===== config.mk =====
export PLATFORM = sky130hd
export DESIGN_NAME = uart_param_core_flat
export DESIGN_NICKNAME = d
export VERILOG_FILES = /design/src/rtl/uart_param_core_pkg.sv /design/src/rtl/uart_param_core_if.sv /design/src/rtl/uart_param_core_baud_gen.sv /design/src/rtl/uart_param_core.sv /design/src/flat_wrapper.sv
export SDC_FILE = /design/constraint.sdc
export NUM_CORES = 1
export LEC_CHECK = 0
export CORE_UTILIZATION = 54
export CTS_BUF_LIST = sky130_fd_sc_hd__clkbuf_8
export DETAILED_ROUTE_END_ITERATION = 6
export HOLD_SLACK_MARGIN = 0.02
export PLACE_DENSITY_LB_ADDON = 0.25
export RECOVER_POWER = 50
export SYNTH_ARGS = -nofsm -noshare
export SYNTH_HDL_FRONTEND = slang
export SYNTH_SLANG_ARGS = --single-unit

===== constraint.sdc =====
create_clock -name clk -period 3.04 [get_ports clk]
set_clock_uncertainty 0.2 [all_clocks]
set_input_delay 0.76 -clock clk [delete_from_list [all_inputs] [get_ports clk]]
set_output_delay 0.76 -clock clk [all_outputs]
set_load 0.02 [all_outputs]

===== src/rtl/uart_param_core_pkg.sv =====
// Shared definitions for the parametrised UART: frame-phase state encoding
// used by both the TX and RX sequencers, and oversampling constants.
package uart_pkg;

    typedef enum logic [2:0] {
        ST_IDLE   = 3'd0,
        ST_START  = 3'd1,
        ST_DATA   = 3'd2,
        ST_PARITY = 3'd3,
        ST_STOP   = 3'd4
    } uart_state_e;

    localparam int OS_RATE = 16;
    localparam int OS_MID  = 7;

    localparam logic [3:0] OS_LAST_C = 4'(OS_RATE - 1);
    localparam logic [3:0] OS_MID_C  = 4'(OS_MID);

endpackage


===== src/rtl/uart_param_core_if.sv =====
// Stream-side bundle of the UART: TX valid/ready input stream and RX
// valid/ready output stream with per-entry error flags and overrun status.
interface uart_param_core_if #(
    parameter int DATA_W = 8
);
    logic [DATA_W-1:0] tx_data;
    logic              tx_valid;
    logic              tx_ready;
    logic [DATA_W-1:0] rx_data;
    logic              rx_perr;
    logic              rx_ferr;
    logic              rx_valid;
    logic              rx_ready;
    logic              rx_overrun;
    logic              clr_overrun;

    modport master (
        output tx_data, tx_valid, rx_ready, clr_overrun,
        input  tx_ready, rx_data, rx_perr, rx_ferr, rx_valid, rx_overrun
    );

    modport slave (
        input  tx_data, tx_valid, rx_ready, clr_overrun,
        output tx_ready, rx_data, rx_perr, rx_ferr, rx_valid, rx_overrun
    );
endinterface


===== src/rtl/uart_param_core_baud_gen.sv =====
// Oversample tick generator: a down-counter reloaded from baud_div, giving
// one tick every baud_div+1 clocks. A restart realigns the tick phase so
// the first tick lands exactly baud_div+1 clocks after the restart.
module uart_baud_gen #(
    parameter int DIV_W = 12
) (
    input  logic             clk,
    input  logic             rst_n,
    input  logic             restart,
    input  logic [DIV_W-1:0] baud_div,
    output logic             tick
);
    logic [DIV_W-1:0] r_cnt;

    // Count down to zero, reload on terminal count or restart.
    always_ff @(posedge clk or negedge rst_n) begin
        if (!rst_n) begin
            r_cnt <= '0;
        end else if (restart || (r_cnt == '0)) begin
            r_cnt <= baud_div;
        end else begin
            r_cnt <= r_cnt - 1'b1;
        end
    end

    assign tick = (r_cnt == '0) && !restart;
endmodule


===== src/rtl/uart_param_core.sv =====
// 16x oversampled UART transceiver with runtime frame format, RX FIFO
// (first-word-fall-through) and sticky overrun reporting.
//
// state  | meaning
// IDLE   | line idle; TX accepts data, RX waits for a falling edge
// START  | start bit; RX re-checks the line mid-bit to reject glitches
// DATA   | DATA_W data bits, LSB first
// PARITY | optional parity bit
// STOP   | stop bit(s); RX pushes on the first stop-bit sample
module uart_param_core
    import uart_pkg::*;
#(
    parameter int DATA_W     = 8,
    parameter int FIFO_DEPTH = 4,
    parameter int DIV_W      = 12
) (
    input  logic               clk,
    input  logic               rst_n,
    input  logic [DIV_W-1:0]   baud_div,
    input  logic               parity_en,
    input  logic               parity_odd,
    input  logic               two_stop,
    input  logic               rx_i,
    output logic               tx_o,
    uart_param_core_if.slave   bus
);
    localparam logic [2:0] DW_LAST = 3'(DATA_W - 1);
    localparam int         AW      = $clog2(FIFO_DEPTH);
    localparam int         EW      = DATA_W + 2;

    // ---------------- TX ----------------
    uart_state_e       r_tx_state, w_tx_state_nx;
    logic [3:0]        r_tx_os, w_tx_os_nx;
    logic [2:0]        r_tx_bit, w_tx_bit_nx;
    logic [DATA_W-1:0] r_tx_shift, w_tx_shift_nx;
    logic              r_tx_par, w_tx_par_nx;
    logic              r_tx_pen, w_tx_pen_nx;
    logic              r_tx_two, w_tx_two_nx;
    logic              r_tx_stop2, w_tx_stop2_nx;
    logic              r_tx_o, w_tx_o_nx;
    logic              w_tx_hs;
    logic              w_tx_tick;

    uart_baud_gen #(.DIV_W(DIV_W)) u_tx_baud (
        .clk      (clk),
        .rst_n    (rst_n),
        .restart  (w_tx_hs),
        .baud_div (baud_div),
        .tick     (w_tx_tick)
    );

    // TX state and serial output register; tx_o idles high from reset.
    always_ff @(posedge clk or negedge rst_n) begin
        if (!rst_n) begin
            r_tx_state <= ST_IDLE;
            r_tx_os    <= '0;
            r_tx_bit   <= '0;
            r_tx_shift <= '0;
            r_tx_par   <= 1'b0;
            r_tx_pen   <= 1'b0;
            r_tx_two   <= 1'b0;
            r_tx_stop2 <= 1'b0;
            r_tx_o     <= 1'b1;
        end else begin
            r_tx_state <= w_tx_state_nx;
            r_tx_os    <= w_tx_os_nx;
            r_tx_bit   <= w_tx_bit_nx;
            r_tx_shift <= w_tx_shift_nx;
            r_tx_par   <= w_tx_par_nx;
            r_tx_pen   <= w_tx_pen_nx;
            r_tx_two   <= w_tx_two_nx;
            r_tx_stop2 <= w_tx_stop2_nx;
            r_tx_o     <= w_tx_o_nx;
        end
    end

    // TX sequencing: latch frame on handshake, advance one bit per 16 ticks.
    always_comb begin
        w_tx_state_nx = r_tx_state;
        w_tx_os_nx    = r_tx_os;
        w_tx_bit_nx   = r_tx_bit;
        w_tx_shift_nx = r_tx_shift;
        w_tx_par_nx   = r_tx_par;
        w_tx_pen_nx   = r_tx_pen;
        w_tx_two_nx   = r_tx_two;
        w_tx_stop2_nx = r_tx_stop2;
        w_tx_o_nx     = r_tx_o;
        w_tx_hs       = 1'b0;
        if (r_tx_state == ST_IDLE) begin
            w_tx_o_nx = 1'b1;
            if (bus.tx_valid) begin
                w_tx_hs       = 1'b1;
                w_tx_state_nx = ST_START;
                w_tx_os_nx    = '0;
                w_tx_bit_nx   = '0;
                w_tx_shift_nx = bus.tx_data;
                w_tx_par_nx   = (^bus.tx_data) ^ parity_odd;
                w_tx_pen_nx   = parity_en;
                w_tx_two_nx   = two_stop;
                w_tx_stop2_nx = 1'b0;
                w_tx_o_nx     = 1'b0;
            end
        end else if (w_tx_tick) begin
            if (r_tx_os != OS_LAST_C) begin
                w_tx_os_nx = r_tx_os + 1'b1;
            end else begin
                w_tx_os_nx = '0;
                case (r_tx_state)
                    ST_START: begin
                        w_tx_state_nx = ST_DATA;
                        w_tx_o_nx     = r_tx_shift[0];
                    end
                    ST_DATA: begin
                        if (r_tx_bit == DW_LAST) begin
                            w_tx_state_nx = r_tx_pen ? ST_PARITY : ST_STOP;
                            w_tx_o_nx     = r_tx_pen ? r_tx_par : 1'b1;
                        end else begin
                            w_tx_bit_nx   = r_tx_bit + 1'b1;
                            w_tx_shift_nx = r_tx_shift >> 1;
                            w_tx_o_nx     = r_tx_shift[1];
                        end
                    end
                    ST_PARITY: begin
                        w_tx_state_nx = ST_STOP;
                        w_tx_o_nx     = 1'b1;
                    end
                    ST_STOP: begin
                        if (r_tx_two && !r_tx_stop2) begin
                            w_tx_stop2_nx = 1'b1;
                        end else begin
                            w_tx_state_nx = ST_IDLE;
                        end
                    end
                    default: begin
                        w_tx_state_nx = ST_IDLE;
                        w_tx_o_nx     = 1'b1;
                    end
                endcase
            end
        end
    end

    assign tx_o         = r_tx_o;
    assign bus.tx_ready = (r_tx_state == ST_IDLE);

    // ---------------- RX ----------------
    logic              r_rx_meta, r_rx_sync, r_rx_prev;
    uart_state_e       r_rx_state, w_rx_state_nx;
    logic [3:0]        r_rx_os, w_rx_os_nx;
    logic [2:0]        r_rx_bit, w_rx_bit_nx;
    logic [DATA_W-1:0] r_rx_shift, w_rx_shift_nx;
    logic              r_rx_perr, w_rx_perr_nx;
    logic              r_push, w_push_nx;
    logic [EW-1:0]     r_push_word, w_push_word_nx;
    logic              w_rx_tick, w_rx_fall, w_rx_restart, w_rx_mid, w_rx_end;

    // Two-flop synchronizer plus one delayed copy for edge detection.
    always_ff @(posedge clk or negedge rst_n) begin
        if (!rst_n) begin
            r_rx_meta <= 1'b1;
            r_rx_sync <= 1'b1;
            r_rx_prev <= 1'b1;
        end else begin
            r_rx_meta <= rx_i;
            r_rx_sync <= r_rx_meta;
            r_rx_prev <= r_rx_sync;
        end
    end

    assign w_rx_fall    = r_rx_prev & ~r_rx_sync;
    assign w_rx_restart = (r_rx_state == ST_IDLE) & w_rx_fall;
    assign w_rx_mid     = w_rx_tick & (r_rx_os == OS_MID_C);
    assign w_rx_end     = w_rx_tick & (r_rx_os == OS_LAST_C);

    uart_baud_gen #(.DIV_W(DIV_W)) u_rx_baud (
        .clk      (clk),
        .rst_n    (rst_n),
        .restart  (w_rx_restart),
        .baud_div (baud_div),
        .tick     (w_rx_tick)
    );

    // RX state, shift register and the one-cycle push staging register.
    always_ff @(posedge clk or negedge rst_n) begin
        if (!rst_n) begin
            r_rx_state  <= ST_IDLE;
            r_rx_os     <= '0;
            r_rx_bit    <= '0;
            r_rx_shift  <= '0;
            r_rx_perr   <= 1'b0;
            r_push      <= 1'b0;
            r_push_word <= '0;
        end else begin
            r_rx_state  <= w_rx_state_nx;
            r_rx_os     <= w_rx_os_nx;
            r_rx_bit    <= w_rx_bit_nx;
            r_rx_shift  <= w_rx_shift_nx;
            r_rx_perr   <= w_rx_perr_nx;
            r_push      <= w_push_nx;
            r_push_word <= w_push_word_nx;
        end
    end

    // RX sequencing: mid-bit sampling, glitch reject, push on first stop bit.
    always_comb begin
        w_rx_state_nx  = r_rx_state;
        w_rx_os_nx     = r_rx_os;
        w_rx_bit_nx    = r_rx_bit;
        w_rx_shift_nx  = r_rx_shift;
        w_rx_perr_nx   = r_rx_perr;
        w_push_nx      = 1'b0;
        w_push_word_nx = r_push_word;
        if ((r_rx_state != ST_IDLE) && w_rx_tick) begin
            w_rx_os_nx = r_rx_os + 1'b1;
        end
        case (r_rx_state)
            ST_IDLE: begin
                if (w_rx_fall) begin
                    w_rx_state_nx = ST_START;
                    w_rx_os_nx    = '0;
                    w_rx_bit_nx   = '0;
                    w_rx_perr_nx  = 1'b0;
                end
            end
            ST_START: begin
                if (w_rx_mid && r_rx_sync) begin
                    w_rx_state_nx = ST_IDLE;
                end else if (w_rx_end) begin
                    w_rx_state_nx = ST_DATA;
                end
            end
            ST_DATA: begin
                if (w_rx_mid) begin
                    w_rx_shift_nx = {r_rx_sync, r_rx_shift[DATA_W-1:1]};
                end
                if (w_rx_end) begin
                    if (r_rx_bit == DW_LAST) begin
                        w_rx_state_nx = parity_en ? ST_PARITY : ST_STOP;
                    end else begin
                        w_rx_bit_nx = r_rx_bit + 1'b1;
                    end
                end
            end
            ST_PARITY: begin
                if (w_rx_mid) begin
                    w_rx_perr_nx = r_rx_sync ^ (^r_rx_shift) ^ parity_odd;
                end
                if (w_rx_end) begin
                    w_rx_state_nx = ST_STOP;
                end
            end
            ST_STOP: begin
                if (w_rx_mid) begin
                    w_push_nx      = 1'b1;
                    w_push_word_nx = {~r_rx_sync, r_rx_perr, r_rx_shift};
                    w_rx_state_nx  = ST_IDLE;
                end
            end
            default: begin
                w_rx_state_nx = ST_IDLE;
            end
        endcase
    end

    // ---------------- RX FIFO ----------------
    logic [AW:0]   r_wr_ptr, r_rd_ptr;
    logic [EW-1:0] r_mem [FIFO_DEPTH];
    logic          r_overrun;
    logic          w_empty, w_full, w_pop, w_wr_en, w_drop;
    logic [EW-1:0] w_head;

    assign w_empty = (r_wr_ptr == r_rd_ptr);
    assign w_full  = (r_wr_ptr[AW] != r_rd_ptr[AW]) &&
                     (r_wr_ptr[AW-1:0] == r_rd_ptr[AW-1:0]);
    assign w_pop   = ~w_empty & bus.rx_ready;
    assign w_wr_en = r_push & (~w_full | w_pop);
    assign w_drop  = r_push & w_full & ~w_pop;

    // Pointer update and sticky overrun; a same-cycle set beats the clear.
    always_ff @(posedge clk or negedge rst_n) begin
        if (!rst_n) begin
            r_wr_ptr  <= '0;
            r_rd_ptr  <= '0;
            r_overrun <= 1'b0;
        end else begin
            if (w_wr_en) begin
                r_wr_ptr <= r_wr_ptr + 1'b1;
            end
            if (w_pop) begin
                r_rd_ptr <= r_rd_ptr + 1'b1;
            end
            if (w_drop) begin
                r_overrun <= 1'b1;
            end else if (bus.clr_overrun) begin
                r_overrun <= 1'b0;
            end
        end
    end

    // Storage needs no reset: emptiness is tracked by the pointers alone.
    always_ff @(posedge clk) begin
        if (w_wr_en) begin
            r_mem[r_wr_ptr[AW-1:0]] <= r_push_word;
        end
    end

    assign w_head         = r_mem[r_rd_ptr[AW-1:0]];
    assign bus.rx_valid   = ~w_empty;
    assign bus.rx_data    = w_empty ? '0 : w_head[DATA_W-1:0];
    assign bus.rx_perr    = ~w_empty & w_head[DATA_W];
    assign bus.rx_ferr    = ~w_empty & w_head[DATA_W+1];
    assign bus.rx_overrun = r_overrun;
endmodule


===== src/flat_wrapper.sv =====
// flat-port wrapper written by rule: the top's interface ports become plain ports
module uart_param_core_flat import uart_pkg::*;
#(
    parameter int DATA_W     = 8,
    parameter int FIFO_DEPTH = 4,
    parameter int DIV_W      = 12
)
  (clk, rst_n, baud_div, parity_en, parity_odd, two_stop, rx_i, tx_o, bus_tx_data, bus_tx_valid, bus_rx_ready, bus_clr_overrun, bus_tx_ready, bus_rx_data, bus_rx_perr, bus_rx_ferr, bus_rx_valid, bus_rx_overrun);
  uart_param_core_if #(.DATA_W(DATA_W)) bus_i ();
  input  logic clk;
  input  logic rst_n;
  input  logic [DIV_W-1:0] baud_div;
  input  logic parity_en;
  input  logic parity_odd;
  input  logic two_stop;
  input  logic rx_i;
  output logic tx_o;
  input wire logic [$bits(bus_i.tx_data)-1:0] bus_tx_data;
  input wire logic [$bits(bus_i.tx_valid)-1:0] bus_tx_valid;
  input wire logic [$bits(bus_i.rx_ready)-1:0] bus_rx_ready;
  input wire logic [$bits(bus_i.clr_overrun)-1:0] bus_clr_overrun;
  output wire logic [$bits(bus_i.tx_ready)-1:0] bus_tx_ready;
  output wire logic [$bits(bus_i.rx_data)-1:0] bus_rx_data;
  output wire logic [$bits(bus_i.rx_perr)-1:0] bus_rx_perr;
  output wire logic [$bits(bus_i.rx_ferr)-1:0] bus_rx_ferr;
  output wire logic [$bits(bus_i.rx_valid)-1:0] bus_rx_valid;
  output wire logic [$bits(bus_i.rx_overrun)-1:0] bus_rx_overrun;
  assign bus_i.tx_data = bus_tx_data;
  assign bus_i.tx_valid = bus_tx_valid;
  assign bus_i.rx_ready = bus_rx_ready;
  assign bus_i.clr_overrun = bus_clr_overrun;
  assign bus_tx_ready = bus_i.tx_ready;
  assign bus_rx_data = bus_i.rx_data;
  assign bus_rx_perr = bus_i.rx_perr;
  assign bus_rx_ferr = bus_i.rx_ferr;
  assign bus_rx_valid = bus_i.rx_valid;
  assign bus_rx_overrun = bus_i.rx_overrun;
  uart_param_core #(.DATA_W(DATA_W), .FIFO_DEPTH(FIFO_DEPTH), .DIV_W(DIV_W)) u_core (.clk(clk), .rst_n(rst_n), .baud_div(baud_div), .parity_en(parity_en), .parity_odd(parity_odd), .two_stop(two_stop), .rx_i(rx_i), .tx_o(tx_o), .bus(bus_i));
endmodule

-- Yosys cells after proc, flatten, opt, wreduce, memory -nomap -nowiden
Memory sizes are Yosys's and may differ from the RTL's.
Index checks and enable logic that the tools add are counted.
- flip-flop bits (word level): 87
- bits in latches: 0
- memory bits (writable): 40
- bits in read-only memories: 0
- input bits: 29
- output and inout port bits: 14
- logic and storage cells: 184
- memories kept: 1
- memory list (memory ; words ; bits a word ; rd ports ; clocked after Yosys merged registers in ; wr ports ; line ; source):
    u_core.r_mem ; 4 ; 10 ; 1 ; 0 ; 1 ; uart_param_core.sv:267 ; logic [EW-1:0] r_mem [FIFO_DEPTH];
- add/subtract/negate cells: 8
- $mul: 0
- div/mod/pow operators: 0
- order comparisons: 0
- eq/ne operators: 30
- shift operators: 0
- multiplexer cells: 67
- bitwise logic cells: 18
- reductions and logical operators: 36
- operators by type and width (cell ; number):
    $mux 3 ; 24
    $mux 8 ; 7
    $mux 4 ; 7
    $logic_not 12->1 ; 2
    $mux 12 ; 2
    $sub 12x1->12 const B ; 2
    $mux 1 ; 22
    $reduce_xor 8->1 ; 2
    $pmux 3 s5 ; 1
    $reduce_and 5->1 ; 3
    $reduce_bool 2->1 ; 7
    $add 3x1->3 const B ; 4
    $eq 3x2->1 const B ; 4
    $eq 3x3->1 const B ; 4
    $ne 2x1->1 const B ; 6
    $pmux 3 s4 ; 1
    $and 1x1->1 ; 10
    $ne 2x2->1 const B ; 5
    $add 4x1->4 const B ; 2
    $reduce_and 2->1 ; 4
    $eq 3x1->1 const B ; 2
    $logic_and 1x1->1 ; 6
    $logic_not 3->1 ; 2
    $pmux 3 s2 ; 1
    20 further kinds ; 29

-- Longest topological paths before layout
Gate-level depths: netlist (run 1).
- depth in word-level cells: 9
- depth in mapped cells: 9
- mapped depth without buffers: 7

-- Cells and area by module
From an unflattened synthesis (run 1), not the netlist that was laid out.
- cells, all modules: 519
- area total of the unflattened synthesis: 6241.0 µm²
- modules (own cells, without submodules) (module ; times used ; cells an instance ; area each (µm²) ; seq. area each (µm²)):
    uart_param_core ; 1 ; 375 ; 4822.1 ; 2782.7
    uart_baud_gen ; 2 ; 72 ; 709.4 ; 300.3

-- Least setup slack after synthesis (run 1)
OpenSTA, ideal clock, no wires.
- path kind: flip-flop to output port
- from: reg u_core.r_rd_ptr[0]
- to: out bus_rx_data[0]
- arrival: 1.712 ns
- data required time: 2.080 ns
- slack: 0.368 ns
- stages on the path, launching flop included: 4
- path buffers: 1
- cells stage by stage: dfrtp_1 buf_1 mux4_2 and2_1
- word-level cells in the longest chain between the ends: 2
- elaborated cells between the ends (all ways): 3
- those cells by class: eq/ne (1); mux (1); memory (1)
- RTL lines (what ; line ; source):
    start: declaration ; uart_param_core.sv:266 ; logic [AW:0] r_wr_ptr, r_rd_ptr;
    start signal: assignment ; uart_param_core.sv:290 ; r_rd_ptr <= r_rd_ptr + 1'b1;
    $mem_v2 4x10 or $eq 3x3->1 (tied branches) ; n/a ;
    $mux 8 (*) ; uart_param_core.sv:309 ; assign bus.rx_data = w_empty ? '0 : w_head[DATA_W-1:0];
    end: declaration ; flat_wrapper.sv:23 ; output wire logic [$bits(bus_i.rx_data)-1:0] bus_rx_data;
Every way passes the cells marked *; elsewhere a longest branch is shown, timed or not.

-- Worst setup path in the final report (run 1)
- from: reg u_core.r_rd_ptr[0]
- to: out bus_rx_data[3]
Same word-level chain as after synthesis.

==> results of run 1 <==
synthesized netlist by cell type (2+ instances only):
library cell / number / area share
a211oi_1: 2 / 0.0025
a21oi_1: 8 / 0.0067
a31oi_1: 5 / 0.0052
and2_1: 14 / 0.015
buf_2: 4 / 0.0034
clkbuf_1: 15 / 0.0094
dfrtp_1: 83 / 0.35
dfstp_2: 4 / 0.018
edfxtp_1: 40 / 0.20
ha_1: 14 / 0.029
inv_1: 17 / 0.011
mux2_2: 12 / 0.023
mux2i_1: 12 / 0.020
mux4_2: 10 / 0.038
nand2_1: 88 / 0.055
nand2b_1: 6 / 0.0063
nand3_1: 12 / 0.010
nand4_1: 2 / 0.0021
nand4b_1: 2 / 0.0029
nor2_1: 25 / 0.016
nor2b_1: 4 / 0.0042
nor3_1: 11 / 0.0092
nor3b_1: 3 / 0.0038
nor4_1: 8 / 0.0084
o21ai_0: 39 / 0.033
o21ai_1: 9 / 0.0076
o22ai_1: 2 / 0.0021
o31ai_1: 3 / 0.0038
or3_1: 3 / 0.0032
or4_1: 5 / 0.0063
xnor2_1: 31 / 0.046
xor2_1: 12 / 0.018
metal layers:
metal | global-route usage | vias to the layer above | wire length, microns | share of wire
li1 | - | 1943 | - | -
met1 | 0.268 | 1946 | 4720 | 0.43
met2 | 0.360 | 105 | 5540 | 0.51
met3 | 0.0529 | 21 | 456 | 0.042
met4 | 0.0949 | 0 | 200 | 0.018
met5 | 0 | - | 0 | 0
per-stage QoR:
stage               setup slack [ns]  hold WS (ns)  std cells  power (mW)  cell area, sq um
floorplan                      0.368         0.145        524        2.93              5960
global placement               0.159         0.148        690        3.16              6540
detailed placement            0.0809         0.148        690        3.21              6540
CTS                           0.0528        0.0666        722        4.61              6920
global route                  0.0147         0.171        723        4.86              6930
finish                         0.110         0.163        723        4.58              6930
sequential cells by signal, indices dropped and copies added, names as in the netlist, 3 cells and up:
name	flops
u_core.r_mem	40
u_core.u_rx_baud.r_cnt	12
u_core.u_tx_baud.r_cnt	12
u_core.r_push_word	10
u_core.r_rx_shift	8
u_core.r_tx_shift	8
u_core.r_rx_os	4
u_core.r_tx_os	4
u_core.r_rd_ptr	3
u_core.r_rx_bit	3
u_core.r_rx_state	3
u_core.r_tx_bit	3
u_core.r_tx_state	3
u_core.r_wr_ptr	3
timing repair:
item / CTS / global route
setup buffers: 0 / 1
resized for setup: 13 / 1
endpoints found under the setup margin: 11 / 2
power breakdown:
part	internal (mW)	switching, mW
clock	0.760	0.625
sequential	2.01	0.276
combinational	0.427	0.478
worst max-delay path, delay by kind of cell (launching register included):
kind | cells | cell delay [ns]
buf+inv | 2 | 0.48
simple gates | 1 | 0.17
mux | 1 | 0.50
flops | 1 | 0.40
worst max path at each step:
stage	startpoint	to	slack (ns)
after floorplan	u_core.r_rd_ptr[0]$_DFFE_PN0P_	bus_rx_data[0]	0.37
after global placement	bus_rx_ready	u_core.r_mem[0][8]$_DFFE_PP_	0.16
after detailed placement	bus_rx_ready	u_core.r_mem[0][7]$_DFFE_PP_	0.08
after CTS	u_core.r_rd_ptr[0]$_DFFE_PN0P_	bus_rx_data[3]	0.05
after global routing	u_core.r_rd_ptr[0]$_DFFE_PN0P_	bus_rx_data[3]	0.01
final	u_core.r_rd_ptr[0]$_DFFE_PN0P_	bus_rx_data[3]	0.11
placed cells by master, fill, tap and decap left out, types with 2 or more instances in the layout:
master,instances
inv_1,19
nor3_1,10
xnor2_1,31
clkbuf_8,19
clkinvlp_4,2
mux4_2,10
o21ai_1,9
nand2_2,2
nor2b_1,4
dfstp_2,3
o21ai_0,39
or4_1,5
a31oi_1,5
nand2_1,87
buf_4,8
xor2_1,12
and2_1,14
a211oi_1,2
mux2i_1,12
a21oi_1,8
edfxtp_1,40
o22ai_1,2
clkdlybuf4s50_1,28
nand2b_1,6
nor3b_1,3
nor4_1,8
nand4_1,2
clkinv_4,2
clkinv_2,5
ha_1,14
dlygate4sd2_1,11
or3_1,3
dfrtp_1,83
o31ai_1,3
nand3_1,12
nor2_1,25
nand4b_1,2
mux2_2,12
dlygate4sd3_1,2
bufinv_16,2
area by class of cell:
type | count | area, sq um | share of cell area
Clock inverter | 13 | 125 | 0.0181
Timing Repair Buffer | 52 | 495 | 0.0715
Inverter | 17 | 63.8 | 0.00921
Multi-Input combinational cell | 359 | 2430 | 0.350
Tap cell | 136 | 170 | 0.0246
Clock buffer | 19 | 262 | 0.0378
Sequential cell | 127 | 3380 | 0.488
cell families (layout without fill, tap and decap cells):
kind of cell,count (synthesis),count (layout),share of synthesized area
adder cells (fa/ha/maj),14,14,0.0294
AO/OA/AOI/OAI,73,73,0.0693
AND/OR/NAND/NOR,193,193,0.159
flip-flops,127,127,0.568
buffers and inverters,38,101,0.0260
multiplexers,36,36,0.0850
XOR/XNOR,43,43,0.0632
==> out/qor.csv, run 1 <==
stage;metric;value;unit
timing;final setup vio count;0;
grt;grt ovf;0;
yosys;Yosys cell types;51;
worst_setup_path;r2r worst-path depth;7;
outcome;status;complete, but fails checks;
finish;ANT cells;0;
worst_setup_path;CP Class;flip-flop to output pin;
yosys;number of flops mapped to enable cells by yosys;40;
yosys;synthesized area per cell;11.4;sq um
finish;end-of-flow core utilization;0.659;
yosys;FFs w/ async S/R, synth;0.685;
die;chip width;107;microns
finish;fraction of layout instances using a drive strength above 1;0.129;
power;leakage;2.93;nW
clock_network;root buf cell;clkbuf_8;
die;die area;0.0115;sq mm
finish;# fillers;772;
detailed_routing;Routed Antenna Nets;0;
clock_network;CTS tree;built;
job;max-cap violations;1;
worst_setup_path;CP Max Fanout;8;
grt;first-pass GRT wire length;19100;microns
detailed_routing;DR WL/cell;15.1;microns
yosys;post-synthesis register bit count;127;
placement;RePlAce Congestion;0.822;
placement;Detail Placement HPWL;7780;microns
worst_setup_path;worst reg2reg startpoint;u_core.u_tx_baud.r_cnt[0]$_DFF_PN0_;
worst_setup_path;Worst R2R Setup Slack;0.24;ns
worst_setup_path;slowest stage delay, CP;0.50;ns
timing;setup TNS;0;ns
worst_setup_path;worst reg2reg endpoint;u_core.r_tx_state[2]$_DFFE_PN0P_;
yosys;Netlist Area Pre-Place;0.00596;sq mm
timing;Max Freq;0.341;GHz
clock_network;Worst-path clk slew;0.07;ns
clock_network;Num CTS Buffers;17;
clock_network;Clock Tree Buf Depth;2;
die;Starting Density;0.567;
clock_network;Clock Sink Count;127;
detailed_routing;vias per std cell;5.55;
worst_setup_path;WP data arrival;1.97;ns
hold_path;Hold Path Depth;0;
yosys;Seq/Total Area, Yosys;0.568;
timing;max-slew violations;31;
worst_setup_path;slowest CP cell;mux4_2;
detailed_routing;# DRC;0;
clock_network;hold buffers post-CTS;0;
grt;initial antenna violation count;0;
detailed_routing;DRT iter0 DRCs;236;
power;Pwr per Cell Area;661;mW/mm^2
timing;worst-margin pin slew;1.74;ns
detailed_routing;Pre-antenna DRT Iters;5;
yosys;Syn Nets;567;
worst_setup_path;worst endpoint required time;2.08;ns
detailed_routing;via count;4015;
die;Core Footprint;0.0105;sq mm
clock_network;H-tree depth;4;
timing;normalized max-slew margin;-0.157;
grt;largest net degree at the start of global routing;58;
timing;Final min period;2.93;ns
hold_path;hold endpoint;u_core.r_rx_sync$_DFF_PN1_;
hold_path;min-delay src;u_core.r_rx_meta$_DFF_PN1_;
timing;unrepaired setup endpoints after global routing;no;
die;standard-cell rows;37;
worst_setup_path;critical path launch point type;flip-flop;
worst_setup_path;Setup crit end kind;output pin;
finish;Synth-to-Final Area Change;16.3;%
yosys;top_reg_cell synth;dfrtp_1;
worst_setup_path;crit path cell chain;buf_8, mux4_2, and2_1, dlygate4sd2_1;
placement;port buffer count;42;
die;Ports;43;
detailed_routing;WL final;10900;microns
power;Max IR drop VDD;0.445;mV
yosys;YS warnings;0;
finish;# nets final;617;
timing;Final Cycle Share;0.964;
yosys;Mapped Cells;524;
clock_network;Skew-Pair Late Insertion Delay;0.42;ns
die;die height;107;microns
timing;Final Hold Vio Count;0;
hold_path;Hold Path Class;flip-flop to flip-flop;
grt;total track usage;0.216;
grt;vias in the first global route;4095;
outcome;failing checks;capacitance limit, slew limit;
No activity file was read; power rests on OpenSTA's default activity.
==> run 2: changes to the inputs <==
GPL_TIMING_DRIVEN = 1   (was unset)
==> results of run 2 <==
The final DEF is identical to that of run 1; final timing and power are the same.
==> run 3: changes to the inputs <==
SKIP_LAST_GASP = 1   (was unset)
SLEW_MARGIN = 15   (was unset)
==> results of run 3 <==
The final DEF is identical to that of run 1; final timing and power are the same.
